[src/rtl/reflet_dma_pkg.sv]
// Shared definitions for the reflet DMA controller: register map, CTRL/STATUS
// bit positions and the channel FSM encoding.
package reflet_dma_pkg;

  localparam int unsigned WORD_W   = 16;
  localparam int unsigned BYTE_W   = 8;
  localparam int unsigned NUM_REGS = 8;
  localparam int unsigned NUM_CFG  = 6;

  localparam logic [2:0] OFF_SRC_L  = 3'd0;
  localparam logic [2:0] OFF_SRC_H  = 3'd1;
  localparam logic [2:0] OFF_DST_L  = 3'd2;
  localparam logic [2:0] OFF_DST_H  = 3'd3;
  localparam logic [2:0] OFF_LEN_L  = 3'd4;
  localparam logic [2:0] OFF_LEN_H  = 3'd5;
  localparam logic [2:0] OFF_CTRL   = 3'd6;
  localparam logic [2:0] OFF_STATUS = 3'd7;

  localparam int unsigned CTRL_START     = 0;
  localparam int unsigned CTRL_IRQ_EN    = 1;
  localparam int unsigned CTRL_SRC_FIXED = 2;
  localparam int unsigned CTRL_DST_FIXED = 3;

  localparam int unsigned STAT_BUSY = 0;
  localparam int unsigned STAT_DONE = 1;

  typedef enum logic [2:0] {
    ST_IDLE = 3'd0,
    ST_REQ  = 3'd1,
    ST_RD   = 3'd2,
    ST_WR   = 3'd3,
    ST_DONE = 3'd4
  } dma_state_e;

endpackage

[src/rtl/reflet_dma_regs.sv]
// Slave-side register block: address decode, CTRL/STATUS storage and the
// registered read mux. Address/length counters live in the top.
module reflet_dma_regs
  import reflet_dma_pkg::*;
#(
  parameter int unsigned base_addr_size = 15,
  parameter int unsigned base_addr      = 32'h7F10
) (
  input  logic                      clk_i,
  input  logic                      reset_i,
  input  logic                      enable_i,
  input  logic [base_addr_size-1:0] addr_i,
  input  logic [3:0]                wdata_i,
  input  logic                      write_en_i,
  input  logic                      busy_i,
  input  logic                      done_set_i,
  input  logic [WORD_W-1:0]         src_i,
  input  logic [WORD_W-1:0]         dst_i,
  input  logic [WORD_W-1:0]         len_i,
  input  logic [BYTE_W-1:0]         rdata_lo_i,
  output logic [BYTE_W-1:0]         data_out_o,
  output logic [NUM_CFG-1:0]        cfg_we_c_o,
  output logic                      start_c_o,
  output logic                      irq_en_o,
  output logic                      src_fixed_o,
  output logic                      dst_fixed_o
);

  logic [base_addr_size-1:0] off_c;
  logic [2:0]                idx_c;
  logic                      hit_c;
  logic                      wr_c;
  logic [BYTE_W-1:0]         rdata_c;
  logic [BYTE_W-1:0]         data_out_q;
  logic                      irq_en_q, src_fixed_q, dst_fixed_q, done_q;

  assign off_c = addr_i - base_addr_size'(base_addr);
  assign hit_c = enable_i && (off_c < base_addr_size'(NUM_REGS));
  assign idx_c = off_c[2:0];
  assign wr_c  = hit_c && write_en_i;

  assign start_c_o   = wr_c && !busy_i && (idx_c == OFF_CTRL) && wdata_i[CTRL_START];
  assign data_out_o  = data_out_q;
  assign irq_en_o    = irq_en_q;
  assign src_fixed_o = src_fixed_q;
  assign dst_fixed_o = dst_fixed_q;

  // Parameter bytes are frozen while a transfer is running.
  always_comb begin
    cfg_we_c_o = '0;
    if (wr_c && !busy_i && (idx_c <= OFF_LEN_H)) cfg_we_c_o[idx_c] = 1'b1;
  end

  always_comb begin
    rdata_c = '0;
    case (idx_c)
      OFF_SRC_L:  rdata_c = src_i[7:0];
      OFF_SRC_H:  rdata_c = src_i[15:8];
      OFF_DST_L:  rdata_c = dst_i[7:0];
      OFF_DST_H:  rdata_c = dst_i[15:8];
      OFF_LEN_L:  rdata_c = rdata_lo_i;
      OFF_LEN_H:  rdata_c = len_i[15:8];
      OFF_CTRL: begin
        rdata_c[CTRL_IRQ_EN]    = irq_en_q;
        rdata_c[CTRL_SRC_FIXED] = src_fixed_q;
        rdata_c[CTRL_DST_FIXED] = dst_fixed_q;
      end
      default: begin
        rdata_c[STAT_BUSY] = busy_i;
        rdata_c[STAT_DONE] = done_q;
      end
    endcase
  end

  always_ff @(posedge clk_i or posedge reset_i) begin
    if (reset_i) begin
      data_out_q  <= '0;
      irq_en_q    <= 1'b0;
      src_fixed_q <= 1'b0;
      dst_fixed_q <= 1'b0;
      done_q      <= 1'b0;
    end else begin
      data_out_q <= hit_c ? rdata_c : '0;
      if (wr_c && !busy_i && (idx_c == OFF_CTRL)) begin
        irq_en_q    <= wdata_i[CTRL_IRQ_EN];
        src_fixed_q <= wdata_i[CTRL_SRC_FIXED];
        dst_fixed_q <= wdata_i[CTRL_DST_FIXED];
      end
      // Completion beats a simultaneous write-1-to-clear.
      if (done_set_i) done_q <= 1'b1;
      else if (wr_c && (idx_c == OFF_STATUS) && wdata_i[STAT_DONE]) done_q <= 1'b0;
    end
  end

endmodule

[src/rtl/reflet_dma.sv]
// Single-channel word-copy DMA: CPU-programmed via the byte slave bus, moves
// LEN words from SRC to DST as a second system-bus master under bus_req/bus_gnt.
module reflet_dma
  import reflet_dma_pkg::*;
#(
  parameter int unsigned base_addr_size = 15,
  parameter int unsigned base_addr      = 32'h7F10
) (
  input  logic                      clk,
  input  logic                      reset,
  input  logic                      enable,
  input  logic [base_addr_size-1:0] addr,
  input  logic [7:0]                data_in,
  input  logic                      write_en,
  output logic [7:0]                data_out,
  output logic                      bus_req,
  input  logic                      bus_gnt,
  output logic [15:0]               m_addr,
  input  logic [15:0]               m_data_in,
  output logic [15:0]               m_data_out,
  output logic                      m_write_en,
  output logic                      irq,
  output logic                      busy
);

  dma_state_e          state_q, state_d;
  logic [WORD_W-1:0]   src_q, src_d, dst_q, dst_d, len_q, len_d;
  logic [NUM_CFG-1:0]  cfg_we_c;
  logic                start_c, step_c;
  logic                irq_en, src_fixed, dst_fixed;
  logic                bus_req_q, bus_req_d, busy_q, busy_d, irq_q, irq_d;
  logic [WORD_W-1:0]   m_addr_q, m_addr_d;

  reflet_dma_regs #(
    .base_addr_size(base_addr_size),
    .base_addr     (base_addr)
  ) u_regs (
    .clk_i      (clk),
    .reset_i    (reset),
    .enable_i   (enable),
    .addr_i     (addr),
    .wdata_i    (data_in[3:0]),
    .write_en_i (write_en),
    .busy_i     (busy_q),
    .done_set_i (state_q == ST_DONE),
    .src_i      (src_q),
    .dst_i      (dst_q),
    .len_i      (len_q),
    .rdata_lo_i (len_q[7:0]),
    .data_out_o (data_out),
    .cfg_we_c_o (cfg_we_c),
    .start_c_o  (start_c),
    .irq_en_o   (irq_en),
    .src_fixed_o(src_fixed),
    .dst_fixed_o(dst_fixed)
  );

  always_ff @(posedge clk or posedge reset) begin
    if (reset) state_q <= ST_IDLE;
    else       state_q <= state_d;
  end

  // Losing the grant in RD or WR restarts the current word from RD.
  always_comb begin
    state_d = state_q;
    case (state_q)
      ST_IDLE: if (start_c) state_d = (len_q == '0) ? ST_DONE : ST_REQ;
      ST_REQ:  if (bus_gnt) state_d = ST_RD;
      ST_RD:   state_d = bus_gnt ? ST_WR : ST_REQ;
      ST_WR: begin
        if (!bus_gnt)                     state_d = ST_REQ;
        else if (len_q == WORD_W'(1))     state_d = ST_DONE;
        else                              state_d = ST_RD;
      end
      default: state_d = ST_IDLE;
    endcase
  end

  always_comb begin
    bus_req_d = 1'b0;
    busy_d    = 1'b0;
    irq_d     = 1'b0;
    m_addr_d  = m_addr_q;
    if (state_d inside {ST_REQ, ST_RD, ST_WR}) begin
      bus_req_d = 1'b1;
      busy_d    = 1'b1;
    end
    if (state_q == ST_DONE) irq_d = irq_en;
    if (state_d == ST_RD)      m_addr_d = src_d;
    else if (state_d == ST_WR) m_addr_d = dst_d;
  end

  always_ff @(posedge clk or posedge reset) begin
    if (reset) begin
      bus_req_q <= 1'b0;
      busy_q    <= 1'b0;
      irq_q     <= 1'b0;
      m_addr_q  <= '0;
    end else begin
      bus_req_q <= bus_req_d;
      busy_q    <= busy_d;
      irq_q     <= irq_d;
      m_addr_q  <= m_addr_d;
    end
  end

  assign step_c = (state_q == ST_WR) && bus_gnt;

  // Counters: CPU byte loads when idle, post-write advance when running.
  always_comb begin
    src_d = src_q;
    dst_d = dst_q;
    len_d = len_q;
    if (cfg_we_c[OFF_SRC_L]) src_d[7:0]  = data_in;
    if (cfg_we_c[OFF_SRC_H]) src_d[15:8] = data_in;
    if (cfg_we_c[OFF_DST_L]) dst_d[7:0]  = data_in;
    if (cfg_we_c[OFF_DST_H]) dst_d[15:8] = data_in;
    if (cfg_we_c[OFF_LEN_L]) len_d[7:0]  = data_in;
    if (cfg_we_c[OFF_LEN_H]) len_d[15:8] = data_in;
    if (step_c) begin
      if (!src_fixed) src_d = src_q + WORD_W'(1);
      if (!dst_fixed) dst_d = dst_q + WORD_W'(1);
      len_d = len_q - WORD_W'(1);
    end
  end

  always_ff @(posedge clk or posedge reset) begin
    if (reset) begin
      src_q <= '0;
      dst_q <= '0;
      len_q <= '0;
    end else begin
      src_q <= src_d;
      dst_q <= dst_d;
      len_q <= len_d;
    end
  end

  // Synchronous-RAM read data arrives during WR, so it is forwarded straight
  // to the write port; the strobe is qualified by the live grant.
  assign m_write_en = (state_q == ST_WR) && bus_gnt;
  assign m_data_out = m_write_en ? m_data_in : '0;
  assign bus_req    = bus_req_q;
  assign busy       = busy_q;
  assign irq        = irq_q;
  assign m_addr     = m_addr_q;

endmodule

[config.mk]
export PLATFORM = sky130hd
export DESIGN_NAME = reflet_dma
export DESIGN_NICKNAME = d
export VERILOG_FILES = /design/src/rtl/reflet_dma_pkg.sv /design/src/rtl/reflet_dma_regs.sv /design/src/rtl/reflet_dma.sv
export SDC_FILE = /design/constraint.sdc
export NUM_CORES = 1
export LEC_CHECK = 0
export CELL_PAD_IN_SITES_DETAIL_PLACEMENT = 0
export CELL_PAD_IN_SITES_GLOBAL_PLACEMENT = 1
export CORE_UTILIZATION = 25
export DETAILED_ROUTE_END_ITERATION = 10
export GPL_TIMING_DRIVEN = 0
export PLACE_DENSITY = 0.67
export SYNTH_ARGS = -nofsm -noshare
export SYNTH_HDL_FRONTEND = slang
export SYNTH_HIERARCHICAL = 1
export SYNTH_SLANG_ARGS = --single-unit
[constraint.sdc]
create_clock -name clk -period 2.53 [get_ports clk]
set_clock_uncertainty 0.15 [all_clocks]
set_input_delay 0.253 -clock clk [delete_from_list [all_inputs] [get_ports clk]]
set_output_delay 0.253 -clock clk [all_outputs]
set_load 0.1 [all_outputs]
==> results.md <==
- The total inserted antenna cells is 0.
- The synthesis-to-finish area growth is 48.8%.
- After global routing, the most crowded layer is met2.
- After global routing the overflow that remains totals 0.
- The worst path in the final design needs a cycle of approximately 2600 ps, including I/O delays and setup.
- The count of buffers from port buffering is 87.
- Setup violations remaining at the end of the flow were counted as 9.
- The clock passes through at most 2 buffers.
- The kind of path behind the tightest hold check is in -> async.
- CTS placed an instance of clkbuf_16 at the clock tree root.
- The mapped netlist covers slightly above 5000 um2.
- After detailed routing, the number of vias per cell comes to 5.29.
- STA classifies the critical path endpoint as a flop.
- The number of violations reported at the end of detailed-routing iteration 0 is around 500.
- The clock edge transition at the registers on the reported setup and hold paths is approximately 60 ps.
- The peak supply drop is between 0.4 and 0.5 mV.
- The sequential element share of the synthesized area is around two fifths.
- Entering global routing, the biggest net connects 48 pins.
- In this run the worst setup path terminates at m_addr[11].
- After synthesis the netlist holds a flip-flop and latch count of 81.
- Clock latency on the worst-skew pair, taken at its later pin, is ~360 ps.
- The wire length of the first global-routing pass is between 30000 and 40000 um.
- The count of final max-slew check failures was 0.
- The fraction of power consumed by sequential logic is 31.6%.
- The number of nets in the synthesized netlist is 640.
- The register-to-register path setup slack is -90 ps.
- The total via count in the routed design is 5303.
- The count of distinct cell types in the synthesized netlist is 76.
- Dividing the detail-routed wire length by the instance count gives between 15 and 20 um.
- The routing usage on met3 is 3.61%.
- The worst path setup slack after routing is -89.7 ps.
- In this run the worst setup path begins at len_q[7].
- The most used flip-flop cell after synthesis is dfrtp_1.
- For the final routed database, the setup TNS stands at -290 ps.
- The number of sinks on the clock net is 81.
- Data on the critical path is required at its endpoint by approximately 2600 ps.
- Summed over all cells, the static leakage comes to between 3 and 4 nW.
- From bottom edge to top edge, the die measures approximately 140 um.
- The share of synthesized flip-flops with an asynchronous set or reset is 100%.
- For this run, global-route usage on met2 was measured as between 30% and 40%.
- The signal on the critical path passes through or3_4, nor3_4, nand4_1, buf_6, a211oi_4, inv_4, and3_4, a221o_1.
- After detailed routing, the number of remaining DRC violations is 0.
- The die width is approximately 140 um.
- The number of buffers created by CTS is 9.
- The internal power of the cells is between 2 and 3 mW.
- The gate count after technology mapping is slightly below 600.
- The first detailed-routing pass ran for 5 iterations.
- The cell with the largest stage delay on the worst path is a211oi_4.
- The net count of the finished layout is 782.
- In this run the critical register-to-register path is captured at m_addr[11].
- Routability-driven placement finished with a final weighted congestion of around 0.89.
- The share of final-layout standard cells stronger than drive strength 1 is around 29%.
- The type of the worst setup path is reg -> reg.
- Setup repair after global routing could not meet its margin everywhere.
- The total power after layout is 5.21 mW.
- The depth of the CTS H-tree is 3.
- The global-route usage over all layers is between 10% and 20%.
- The maximum clock rate is approximately 0.38 GHz.
- Global routing consumed, on the met1 layer, roughly a quarter of the routing resources.
- In this run the mean area of a mapped cell was ~8.6 um2.
- The initial utilization of the core area, before any placement, comes to between 20 and 30%.
- The initial antenna violation count is 0.
- The data arrival time at the worst-slack endpoint is roughly 2700 ps.
- The number of cells on the worst reg-to-reg path is 8.
- The site row count is between 50 and 60.
- In this run switching power makes up 43.6% of total power.
- The start of the worst register-to-register path is len_q[7].
- Of the available clock period, the critical path in the final layout requires 104%.
- The number of synthesis warnings is 6.
- Yosys mapped a number of flops with a built-in enable equal to 0.
- In this design, the stage delay of the slowest critical-path cell is approximately 480 ps.
- The via count of the first global-routing pass came to 5359.
- The power dissipated by switching net loads is between 2 and 2.5 mW.
- The worst-margin pin slew is 973 ps.
- For this design the ratio of total power to cell area is ~690 nW/um2.
- Hold timing on the final database bottoms out at a slack of 102 ps.
- The remaining number of nets flagged by the antenna check after routing is 0.
- The maximum net fanout on the critical path is 7.
- The worst setup slack before clock tree synthesis is -1330 ps.
- The checks that failed: negative setup slack.
- The CTS tree is built.
- The detailed placement HPWL is approximately 14000 um.
- The tool flagged a number of max-cap violations equal to 0.
- The element type at the critical path start is a flop.
- After floorplanning, the core was sized to cover between 15000 and 20000 um2.
- The final hold violation count is 0.
- The floorplan step defined a die boundary enclosing 20900 um2.
- The clock power share is between 20% and 30%.
- The total routed wirelength is between 15000 and 20000 um.
- The flow ran to the end, but the final reports show violations.
- The relative slew slack is about a third.
- The part of the power in combinational logic is between 40% and 50%.
- In this run the count of I/O pins placed on the die edge is slightly below 90.
[kinds of logic (layout without fill, tap and decap cells)]
kind of cell    count (synthesis)  count (layout)  share of synthesized area [%]
compound gates                137             137                           19.0
xor+xnor                        4               4                          0.690
fa+ha+maj                       6               6                           1.48
buf+inv                        48             195                           3.92
flops                          81              81                           39.9
mux                            22              22                           5.08
simple gates                  292             292                           29.9
[state kept, by name (all words and copies together) (netlist names)]
name	cells
busy	1
dst_q	16
irq	1
len_q	16
m_addr	16
src_q	16
state_q	3
u_regs/data_out_o	8
u_regs/done_q	1
u_regs/dst_fixed_o	1
u_regs/irq_en_o	1
u_regs/src_fixed_o	1
[cells in the final DEF, fill, tap and decap left out, types with 9 or more instances in the layout]
master / count
nor2_1: 64
and2_1: 13
mux2i_1: 10
buf_6: 16
and3_1: 14
buf_4: 44
dfrtp_1: 76
mux2_2: 10
nand2_1: 49
nor3_1: 19
o21ai_0: 18
a31oi_1: 12
a21oi_1: 28
nand3_1: 28
inv_1: 18
clkbuf_2: 9
nand4_1: 12
clkbuf_16: 10
clkdlybuf4s50_1: 57
[area by class of cell]
class / count / area (um2)
multi-input cells: 461 / 3340
flip-flops and latches: 81 / 2030
well taps: 265 / 332
clock inverters: 7 / 77.6
clock buffers: 9 / 225
plain buffers: 26 / 190
fillers: 1949 / 12200
repair buffers: 132 / 1280
inverters: 21 / 83.8
[synth_stat cells (all sizes together) (15+ instances only)]
master / count / area share (%)
o21ai: 23 / 2.3
inv: 21 / 1.6
dfrtp: 81 / 40
nand3: 28 / 2.8
and3: 15 / 1.8
nor2: 68 / 5.0
clkbuf: 15 / 1.1
a21oi: 31 / 3.1
nor3: 32 / 3.4
nand2: 63 / 4.7
and2: 21 / 2.6
[timing repair]
action,CTS,global route
endpoints found under the setup margin,84,50
pin swaps,24,24
buffers inserted,26,17
hold buffers,0,0
endpoints found under the hold margin,0,0
resized for setup,197,79
cloned,0,1
[power groups by stage]
stage,combinational [mW],clock [mW],sequential [mW]
finish,2.21,1.36,1.65
global route,2.32,1.45,1.67
CTS,2.00,1.39,1.64
detailed placement,1.88,0,1.67
global placement,1.87,0,1.66
floorplan,0.626,0,2.33
[worst max-delay path, delay by kind of cell, from the launching register on]
family | cells | cell delay (ps)
and+or+nand+nor | 4 | 870
AOI/OAI and AO/OA | 2 | 730
DFF | 1 | 430
buffers and inverters | 2 | 310
[routing by layer]
layer / up-vias / routed length (um)
met5: - / 0
met4: 0 / 559
met3: 37 / 964
met2: 169 / 9200
met1: 2627 / 9040
li1: 2470 / -
[worst min-delay path by stage]
| stage | start | to | slack, ps | cells past startpoint |
|---|---|---|---|---|
| 6_report | reset | irq | 100 | 2 |
| 5_1_grt | reset | irq | 140 | 2 |
| 2_1_floorplan | reset | u_regs/data_out_o[0] | -30 | 1 |
| 4_1_cts | reset | irq | 110 | 2 |
| 3_3_place_gp | u_regs/done_q | u_regs/done_q | 340 | 1 |
| 3_5_place_dp | u_regs/done_q | u_regs/done_q | 350 | 1 |
[stage by stage]
stage               utilization (%)  std cells  instance area [um2]
floorplan                         -        590                 5160
global placement               32.3        942                 6360
detailed placement             32.4        943                 6390
CTS                            36.3        985                 7160
global route                   38.3       1002                 7560
finish                         38.3       1002                 7560
Note: power is estimated with default switching activity, not from simulation.
